**src/rtl/ifetch_pkg.sv**
```systemverilog
// Shared types and constants for the instruction-fetch front end.
package ifetch_pkg;
    localparam int          INSTR_W   = 32;
    localparam int          XLEN      = 32;
    localparam logic [31:0] NOP_INSTR = 32'h00000013;

    typedef struct packed {
        logic [INSTR_W-1:0] instr;
        logic [XLEN-1:0]    pc;
    } fetch_entry_t;
endpackage

```
**src/rtl/ifetch_fifo.sv**
```systemverilog
// Synchronous FIFO with flush. Data is read straight from storage, so an
// entry pushed in cycle N is visible at dout from cycle N+1.
module ifetch_fifo
    import ifetch_pkg::*;
#(
    parameter int  DEPTH = 4,
    parameter type T     = fetch_entry_t
) (
    input  logic                   clk,
    input  logic                   reset,
    input  logic                   flush,
    input  logic                   push,
    input  T                       din,
    input  logic                   pop,
    output T                       dout,
    output logic                   full,
    output logic                   empty,
    output logic [$clog2(DEPTH):0] count
);
    localparam int AW = $clog2(DEPTH);

    T              mem [DEPTH];
    logic [AW-1:0] wr_ptr;
    logic [AW-1:0] rd_ptr;
    logic          do_push;
    logic          do_pop;

    assign full    = (count == (AW+1)'(DEPTH));
    assign empty   = (count == '0);
    // A push into a full FIFO is accepted only when a pop frees the slot.
    assign do_push = push && (!full || pop);
    assign do_pop  = pop && !empty;
    assign dout    = mem[rd_ptr];

    always_ff @(posedge clk) begin
        if (reset || flush) begin
            wr_ptr <= '0;
            rd_ptr <= '0;
            count  <= '0;
        end else begin
            if (do_push) wr_ptr <= wr_ptr + 1'b1;
            if (do_pop)  rd_ptr <= rd_ptr + 1'b1;
            count <= count + (AW+1)'(do_push) - (AW+1)'(do_pop);
        end
    end

    always_ff @(posedge clk) begin
        if (do_push && !reset && !flush) mem[wr_ptr] <= din;
    end
endmodule

```
**src/rtl/ifetch_unit.sv**
```systemverilog
// Instruction fetch front end: PC, credit-limited imem requests, response queue,
// redirect flush with stale-response dropping. Optional IFETCH_PERF_COUNTERS_EN.
module ifetch_unit
    import ifetch_pkg::*;
#(
    parameter logic [31:0] RESET_PC = 32'h00010000,
    parameter int          DEPTH    = 4
) (
    input  logic        clk,
    input  logic        reset,
    output logic        imem_req_valid,
    input  logic        imem_req_ready,
    output logic [31:0] imem_req_addr,
    input  logic        imem_rsp_valid,
    input  logic [31:0] imem_rsp_data,
    input  logic        redirect_valid,
    input  logic [31:0] redirect_pc,
    output logic        out_valid,
    input  logic        out_ready,
    output logic [31:0] out_instr,
    output logic [31:0] out_pc
`ifdef IFETCH_PERF_COUNTERS_EN
    ,
    output logic [31:0] perf_stall_cycles,
    output logic [31:0] perf_redirects
`endif
);
    localparam int CW = $clog2(DEPTH) + 1;

    logic [XLEN-1:0] pc;
    logic [CW-1:0]   inflight;
    logic [CW-1:0]   occupancy;
    logic [CW-1:0]   drop_cnt;
    logic [CW:0]     credit_used;
    logic            req_fire;
    logic            q_push;
    logic            q_pop;
    logic            q_full;
    logic            q_empty;
    logic            pc_full;
    logic            pc_empty;
    logic [XLEN-1:0] rsp_pc;
    fetch_entry_t    q_din;
    fetch_entry_t    q_dout;

    // Outstanding requests plus queued entries never exceed DEPTH, so every
    // response always has a queue slot waiting for it.
    assign credit_used    = {1'b0, inflight} + {1'b0, occupancy};
    assign imem_req_valid = !reset && !redirect_valid && !pc_full &&
                            (credit_used < (CW+1)'(DEPTH));
    assign imem_req_addr  = pc;
    assign req_fire       = imem_req_valid && imem_req_ready;

    assign q_push    = imem_rsp_valid && (drop_cnt == '0) && !redirect_valid;
    assign q_din     = '{instr: imem_rsp_data, pc: rsp_pc};
    assign out_valid = !reset && !q_empty;
    assign q_pop     = out_valid && out_ready;
    assign out_instr = out_valid ? q_dout.instr : NOP_INSTR;
    assign out_pc    = out_valid ? q_dout.pc : '0;

    // Request PCs, popped by every response (kept or dropped); its count is inflight.
    ifetch_fifo #(.DEPTH(DEPTH), .T(logic [XLEN-1:0])) u_pc_fifo (
        .clk   (clk),
        .reset (reset),
        .flush (1'b0),
        .push  (req_fire),
        .din   (pc),
        .pop   (imem_rsp_valid),
        .dout  (rsp_pc),
        .full  (pc_full),
        .empty (pc_empty),
        .count (inflight)
    );

    ifetch_fifo #(.DEPTH(DEPTH), .T(fetch_entry_t)) u_instr_q (
        .clk   (clk),
        .reset (reset),
        .flush (redirect_valid),
        .push  (q_push),
        .din   (q_din),
        .pop   (q_pop),
        .dout  (q_dout),
        .full  (q_full),
        .empty (q_empty),
        .count (occupancy)
    );

    always_ff @(posedge clk) begin
        if (reset) begin
            pc       <= RESET_PC;
            drop_cnt <= '0;
        end else if (redirect_valid) begin
            pc       <= {redirect_pc[31:2], 2'b00};
            // Every response still owed after this cycle belongs to the old path.
            drop_cnt <= inflight - CW'(imem_rsp_valid);
        end else begin
            if (req_fire) pc <= pc + 32'd4;
            if (imem_rsp_valid && (drop_cnt != '0)) drop_cnt <= drop_cnt - 1'b1;
        end
    end

    always_ff @(posedge clk) begin
        if (!reset) begin
            assert (!(q_push && q_full && !q_pop));
            assert (!(imem_rsp_valid && pc_empty));
        end
    end

`ifdef IFETCH_PERF_COUNTERS_EN
    always_ff @(posedge clk) begin
        if (reset) begin
            perf_stall_cycles <= '0;
            perf_redirects    <= '0;
        end else begin
            if (out_valid && !out_ready && (perf_stall_cycles != '1))
                perf_stall_cycles <= perf_stall_cycles + 32'd1;
            if (redirect_valid && (perf_redirects != '1))
                perf_redirects <= perf_redirects + 32'd1;
        end
    end
`endif
endmodule

```
**config.mk**
```make
export PLATFORM = sky130hd
export DESIGN_NAME = ifetch_unit
export DESIGN_NICKNAME = d
export VERILOG_FILES = /design/src/rtl/ifetch_pkg.sv /design/src/rtl/ifetch_fifo.sv /design/src/rtl/ifetch_unit.sv
export SDC_FILE = /design/constraint.sdc
export NUM_CORES = 1
export LEC_CHECK = 0
export CAP_MARGIN = 5
export CORE_MARGIN = 1
export CORE_UTILIZATION = 40
export DETAILED_ROUTE_END_ITERATION = 7
export GPL_TIMING_DRIVEN = 0
export PLACE_DENSITY_LB_ADDON = 0.25
export SETUP_SLACK_MARGIN = 0.1
export SYNTH_ARGS = -nofsm -noshare
export SYNTH_HDL_FRONTEND = slang
export SYNTH_SLANG_ARGS = --single-unit
```
**constraint.sdc**
```tcl
create_clock -name clk -period 4.2 [get_ports clk]
set_input_delay 0.84 -clock clk [delete_from_list [all_inputs] [get_ports clk]]
set_output_delay 0.84 -clock clk [all_outputs]
set_load 0.05 [all_outputs]
```
==> results.md, run 1 <==
* Max incr delay on CP at 0.84 ns
* Core Util, Final at 0.500
* Worst Hold Launch: u_pc_fifo.wr_ptr[1]$_SDFFE_PP0N_
* Post-synthesis sequential area ratio at 0.726
* Post-synth ARST share at 0
* PortBufs at 160
* Clock root cell: clkbuf_16
* DP Worst Slack at -0.150 ns
* Bufs on Longest Clock Path at 3
* Initial Utilization at 0.406
* CTS Hold Bufs at 0
* Initial DRC Count at 646
* Critical-path top delay cell: clkdlybuf4s50_1
* EDFF count, synth at between 300 and 400
* # nets final at between 1,000 and 1,500
* TritonCTS Buffers at 43
* Largest net degree at the start of global routing at 53
* Initial antenna violation count at 0
* Final worst path period share at 0.920
* Final setup viols at 0
* CP Buf/Inv Count at 2
* Worst EP arrival at 3.03 ns
* Slew @ Worst Pin at 0.907 ns
* Worst-Skew Late Latency at 0.54 ns
* RePlAce Congestion at approximately 0.88
* Mapped Area at 16,600 sq um
* Commonest cells in the netlist: 368 x edfxtp_1, 92 x mux4_2, 63 x and2_1
* GRT Residual Overflow at 0
* Tot GR Track Use at 0.176
* FMAX at ~260 MHz
* CP required at 3.36 ns
* Yosys reg bits at 419
* Clk sinks at 419
* Static leakage at between 6 and 7 nW
* Final Hold Viols at 0
* Hold crit path type: flip-flop to flip-flop
* Final routed DRC violation total at 0
* DR vias at 8,855
* Num ports at 168
* Worst IR Drop VDD at around 260 uV
* Syn Inst Count at 907
* Critical path fanouts, max at 10
* Die ar. at 42,400 sq um
* Crit path cell chain: nor3_2 > nor2_4 > clkbuf_1 > and2_1 > clkdlybuf4s50_1
* Startpoint types: flip-flop
* Avg Synthesized Cell Area at between 15 and 20 sq um
* Slew headroom at 0.396
* Num rows at 74
* Core ar. at 40,900 sq um
* Top Family by Delay on Critical Path: buffers and inverters
* Post-synthesis mux area share at 0.128
* Antenna viol nets, final at 0
* Reg clk slew, reported paths at 0.06 ns
* Top FF cell, synth: edfxtp_1
* Diode count at 0
* Unrepaired setup endpoints after global routing: yes
* Layout cells sized above 1 at 0.181
* H-tree Lvls at 2
* Post-synth top area share at 0.664
* Fill cells at 3,428
* Final HPWL from detailed placement at between 20,000 and 25,000 microns
* Outcome: finished, final reports clean
* Die Span Y at 206 microns
* Synth warn at 0
* Max Slew Vio Count at 0
* Post-Synth Adder-Cell Area at 0.0167
* Post-layout worst setup margin at 0.335 ns
* Vias in the first global route at 9,140
* Drt pass-1 iters at 5
* Crit path from: u_instr_q.count[2]$_SDFF_PP0_
* Crit Path Class: flip-flop to output pin
* Wire per inst at 21.5 microns
* Netlist cell types at 62
* Post-synthesis compound-gate area fraction at 0.0302
* Clock skew at ~0.018 ns
* Overall routed net length at 36,200 microns
* Die Width at 206 microns
* Post-Synth Simple-Gate Area at 0.0720
* Largest family of logic cells by synthesized area: multiplexers
* Area share of xor/xnor cells in the synthesized design at 0.00842
* Number of max-cap violations at 0
* Vias/cell at 5.26
* Dominant cells by area after synthesis: edfxtp_1 66%, mux4_2 12%, dfxtp_1 6.1%
* Power density over cell area at around 480 nW/um^2
* RR Startpoint: u_instr_q.count[1]$_SDFF_PP0_
* Final Critical Period at 3.87 ns
* CTS tree: built
* Most common cell in the synthesized netlist: edfxtp_1
* First-pass GRT wire length at 54,900 microns
* Area Growth Syn to Fin at 23.1%
* CP endpoint kind: output pin
* Yosys top cell by area: edfxtp_1
==> final cells by class <==
cell class                      instances  area (sq um)  area share
Inverter                               23          86.3     0.00422
Tap cell                              532           666      0.0325
Timing Repair Buffer                  164          1710      0.0837
Sequential cell                       419         12100       0.590
Clock inverter                         26           263      0.0128
Buffer                                 47           226      0.0111
Multi-Input combinational cell        419          4310       0.210
Clock buffer                           52          1140      0.0557
==> worst register-to-register path, delay by kind of cell (launching register included) <==
kind	cells	cell delay, ns
buf+inv	2	0.59
simple gates	2	0.92
fa+ha+maj	1	0.29
flops	1	0.49
compound gates	1	0.12
==> logic make-up (layout without fill, tap and decap cells) <==
logic type	count (synthesis)	count (layout)
multiplexers	98	98
AO/OA/AOI/OAI	69	69
XOR/XNOR	16	16
flip-flops	419	419
other	1	4
AND/OR/NAND/NOR	211	211
adder cells (fa/ha/maj)	21	21
buffers and inverters	72	312
==> placed cells by master, fill, tap and decap left out, types with 7 or more instances in the layout <==
| master | instances |
|---|---|
| clkbuf_1 | 27 |
| or3_1 | 7 |
| clkbuf_16 | 43 |
| nor2_1 | 31 |
| edfxtp_1 | 368 |
| nand4_1 | 13 |
| and2_1 | 63 |
| inv_1 | 23 |
| dfxtp_1 | 50 |
| a21oi_1 | 18 |
| buf_2 | 10 |
| nand2_1 | 33 |
| xnor2_1 | 10 |
| clkdlybuf4s50_1 | 159 |
| nor3_1 | 12 |
| mux4_2 | 92 |
| clkinv_1 | 8 |
| nand3_1 | 13 |
| clkinv_2 | 7 |
| ha_1 | 19 |
| a211oi_1 | 7 |
| o21ai_0 | 8 |
==> worst paths after layout <==
path | endpoint | slack, ns | cells after the start
setup / recovery | out_instr[30] | 0.33 | 5
hold / removal | u_pc_fifo.wr_ptr[1]$_SDFFE_PP0N_ | 0.49 | 2
setup reg to reg | u_pc_fifo.mem[1][16]$_DFFE_PP_ | 1.39 | 6
hold reg to reg | u_pc_fifo.wr_ptr[1]$_SDFFE_PP0N_ | 0.49 | 2
==> layer usage <==
| layer | global-route usage | wire (microns) | vias to the layer above | share of wire |
|---|---|---|---|---|
| li1 | - | - | 4031 | - |
| met1 | 0.245 | 16300 | 4511 | 0.45 |
| met2 | 0.283 | 17200 | 263 | 0.48 |
| met3 | 0.0328 | 2070 | 50 | 0.057 |
| met4 | 0.0449 | 633 | 0 | 0.018 |
| met5 | 0 | 0 | - | 0 |
==> per-stage QoR <==
step                      total power (W)  instances  hold WS [ns]  TNS (ns)  instance area, sq um
after floorplan                   0.00563        910         0.469         0                 16600
after global placement            0.00600       1602         0.487   -382.17                 18900
after detailed placement          0.00603       1606         0.487     -3.29                 19000
after CTS                         0.00983       1683         0.496         0                 20500
after global routing               0.0101       1682         0.518         0                 20500
final                             0.00973       1682         0.494         0                 20500
==> timing repair <==
| action | CTS | global route |
|---|---|---|
| resized for setup | 8 | 7 |
| buffers inserted | 0 | 0 |
| setup endpoints to repair | 61 | 54 |
==> where the power goes <==
group / switching (W) / total (W) / internal [W]
clock network: 0.00155 / 0.00380 / 0.00224
registers: 0.0000991 / 0.00485 / 0.00475
logic: 0.000635 / 0.00109 / 0.000451
==> flip-flops by register name (all words and copies together) (netlist names), named ones only <==
signal and count:
u_pc_fifo.rd_ptr 2, u_instr_q.wr_ptr 2, u_instr_q.mem 248, u_pc_fifo.count 3, u_pc_fifo.wr_ptr 2, imem_req_addr 30, u_pc_fifo.mem 120, u_instr_q.count 3
drop_cnt 3, u_instr_q.rd_ptr 2
Power figures use the tool's default switching activity.
==> inputs of run 2 (changes only) <==
- CORE_ASPECT_RATIO: unset -> 0.75
==> run 2 against run 1 <==
Net effect: non-clock buffer count unchanged; critical endpoint is now out_pc[21]; via count decreased by 0.23%; critical path depth decreased by 1; power about the same; clock skew decreased by 0.0085 ns; fmax decreased by 1.8%; core utilization about the same; worst setup slack got worse by 0.072 ns; first-iteration DRC count decreased by 5.4%.
==> results.md, run 2 (same netlist as run 1, synthesis figures left out) <==
* CTS tree: built
* Overall routed net length at 37,100 microns (+2.6%)
* Layout cells sized above 1 at 0.177 (-0.00419)
* Outcome: finished, final reports clean
* Reg clk slew, reported paths at 0.06 ns (about the same)
* Num ports at 168 (unchanged)
* Max incr delay on CP at 0.71 ns (-0.13 ns)
* Storage cell area at 12,100 sq um (unchanged)
* Commonest non-fill, non-tap cell in the layout: edfxtp_1
* Initial DRC Count at 611 (-5.4%)
* # nets final at 1,208 (unchanged)
* Final routed DRC violation total at 0 (unchanged)
* Startpoint types: flip-flop
* Slew headroom at 0.394 (-0.00151)
* Final setup viols at 0 (unchanged)
* First-pass GRT wire length at 56,000 microns (+2.1%)
* Core ar. at 40,900 sq um (about the same)
* Top Family by Delay on Critical Path: buffers and inverters
* Initial Utilization at 0.407 (about the same)
* Reg-to-reg setup timing slack at 1.32 ns (-0.07 ns)
* Final worst path period share at 0.937 (+0.0171)
* Tot GR Track Use at 0.178 (+0.00274)
* Total power draw at 0.00973 W (about the same)
* Logic depth of the worst path, buffers included at 4 (-1)
* Diode count at 0 (unchanged)
* Final Critical Period at 3.94 ns (+0.0719 ns)
* Antenna viol nets, final at 0 (unchanged)
* Vias in the first global route at 8,982 (-1.7%)
* Top reg by flops: u_instr_q.mem
* FMAX at 254 MHz (-1.8%)
* Bufs on Longest Clock Path at 3 (unchanged)
* Hold crit path type: flip-flop to flip-flop
* H-tree Lvls at 2 (unchanged)
* Worst-Skew Late Latency at 0.54 ns (about the same)
* GRT Residual Overflow at 0 (unchanged)
* Fin area at 20,500 sq um (about the same)
* CP Buf/Inv Count at 2 (unchanged)
* Clock skew at 0.00951 ns (-0.00851 ns)
* Area Growth Syn to Fin at 23.2% (about the same)
* Critical path fanouts, max at 10 (unchanged)
* Worst Setup EP: out_pc[21]
* Clk sinks at 419 (unchanged)
* Vias/cell at 5.17 (-1.9%)
* Sw Pwr at 0.00229 W (about the same)
* R2R depth at 6 (unchanged)
* Int Pwr at 0.00744 W (about the same)
* Die Span Y at 179 microns (-13%)
* Initial antenna violation count at 0 (unchanged)
* Clock root cell: clkbuf_16
* Largest net degree at the start of global routing at 53 (unchanged)
* Crit Path Class: flip-flop to output pin
* CP endpoint kind: output pin
* CTS Hold Bufs at 0 (unchanged)
* Sequential share of power at 0.498 (about the same)
* Num rows at 64 (-14%)
* PortBufs at 160 (unchanged)
* Unrepaired setup endpoints after global routing: no
* Clock power share at 0.390 (about the same)
* Power density over cell area at 475 nW/um^2 (about the same)
* Die ar. at 42,400 sq um (about the same)
* Area after DPL at 19,100 sq um (+0.19%)
* Switching share of power at 0.235 (about the same)
* Fill cells at 3,357 (-2.1%)
* Die Width at 237 microns (+15%)
* Worst IR Drop VDD at 366 uV (+41%)
* Worst EP arrival at 3.10 ns (+0.07 ns)
* Max Slew Vio Count at 0 (unchanged)
* DR vias at 8,835 (-0.23%)
* Slew @ Worst Pin at 0.909 ns (+0.00226 ns)
* Final HPWL from detailed placement at 23,900 microns (+2.1%)
* Critical-path top delay cell: clkdlybuf4s50_1
* Comb power frac at 0.112 (about the same)
* CP required at 3.36 ns (about the same)
* Multi-input logic area at 4310 sq um (unchanged)
* Number of max-cap violations at 0 (unchanged)
* TritonCTS Buffers at 43 (unchanged)
* RePlAce Congestion at 0.800 (-8.6%)
* Worst R2R End: u_pc_fifo.mem[2][16]$_DFFE_PP_
* Crit path cell chain: clkbuf_1 > mux4_2 > and2_1 > clkdlybuf4s50_1
* Largest register FFs at 248 (unchanged)
* RR Startpoint: u_instr_q.count[2]$_SDFF_PP0_
* Static leakage at 6.54 nW (-0.33%)
* Most frequent cells in the layout: 368 x edfxtp_1, 160 x clkdlybuf4s50_1, 92 x mux4_2
* Drt pass-1 iters at 5 (unchanged)
* Wire per inst at 21.7 microns (+0.89%)
* Final Hold Viols at 0 (unchanged)
==> run 2: cell types whose count changed in the layout (fill, tap and decap cells not counted), moves of 2 or more <==
cell | previous run | this run
clkbuf_2 | 6 | 4
clkinv_1 | 8 | 5
clkbuf_1 | 27 | 34
buf_2 | 10 | 13
clkbuf_4 | 2 | 0
clkinvlp_4 | 4 | 2
clkbuf_16 | 43 | 45
==> run 2: tightest hold or removal path, stage by stage (launching register included) <==
cell     delay [ns]
dfxtp_1        0.34
nand2_1        0.07
a21oi_1        0.06
==> run 2: worst min path at each step <==
stage | start | endpoint | slack (ns) | cells past startpoint
CTS | u_pc_fifo.wr_ptr[1]$_SDFFE_PP0N_ | u_pc_fifo.wr_ptr[1]$_SDFFE_PP0N_ | 0.51 | 2
global placement | u_pc_fifo.wr_ptr[1]$_SDFFE_PP0N_ | u_pc_fifo.wr_ptr[1]$_SDFFE_PP0N_ | 0.49 | 2
finish | u_pc_fifo.wr_ptr[1]$_SDFFE_PP0N_ | u_pc_fifo.wr_ptr[1]$_SDFFE_PP0N_ | 0.51 | 2
global route | u_pc_fifo.wr_ptr[1]$_SDFFE_PP0N_ | u_pc_fifo.wr_ptr[1]$_SDFFE_PP0N_ | 0.54 | 2
floorplan | u_pc_fifo.wr_ptr[1]$_SDFFE_PP0N_ | u_pc_fifo.wr_ptr[1]$_SDFFE_PP0N_ | 0.47 | 2
detailed placement | u_pc_fifo.wr_ptr[1]$_SDFFE_PP0N_ | u_pc_fifo.wr_ptr[1]$_SDFFE_PP0N_ | 0.50 | 2
==> run 2: layout make-up <==
| type | instances | area share |
|---|---|---|
| clock buffers | 58 | 0.0583 |
| repair buffers | 164 | 0.0835 |
| multi-input cells | 419 | 0.210 |
| flip-flops and latches | 419 | 0.589 |
| clock inverters | 19 | 0.00965 |
| inverters | 23 | 0.00421 |
| well taps | 561 | 0.0343 |
| plain buffers | 47 | 0.0106 |
==> run 2: metrics by stage <==
| step | instances | setup WS, ns | hold WS [ns] | TNS [ns] | utilization |
|---|---|---|---|---|---|
| floorplan | 910 | 0.530 | 0.469 | 0 | - |
| global placement | 1631 | -1.37 | 0.486 | -336.69 | 0.463 |
| detailed placement | 1635 | -0.199 | 0.504 | -3.70 | 0.466 |
| CTS | 1710 | 0.0963 | 0.512 | 0 | 0.501 |
| global route | 1710 | 0.103 | 0.542 | 0 | 0.501 |
| finish | 1710 | 0.263 | 0.509 | 0 | 0.501 |
==> run 2: metal layers <==
metal / wire length [microns] / global-route usage
met5: 0 / 0
met2: 16500 / 0.271
met1: 17800 / 0.267
met4: 610 / 0.0427
met3: 2170 / 0.0322
==> run 2: repair_timing <==
| item | 4_1_cts | 5_1_grt |
|---|---|---|
| pin swaps | 0 | 0 |
| gates resized for setup | 7 | 1 |
| endpoints found under the setup margin | 62 | 40 |
| setup buffers | 0 | 0 |
==> run 2: power by group through the flow <==
stage / registers (W) / logic, W / clock network [W]
after floorplan: 0.00496 / 0.000670 / 0
after global placement: 0.00493 / 0.00107 / 0
after detailed placement: 0.00494 / 0.00110 / 0
after CTS: 0.00485 / 0.00110 / 0.00386
after global routing: 0.00486 / 0.00118 / 0.00403
final: 0.00485 / 0.00109 / 0.00379
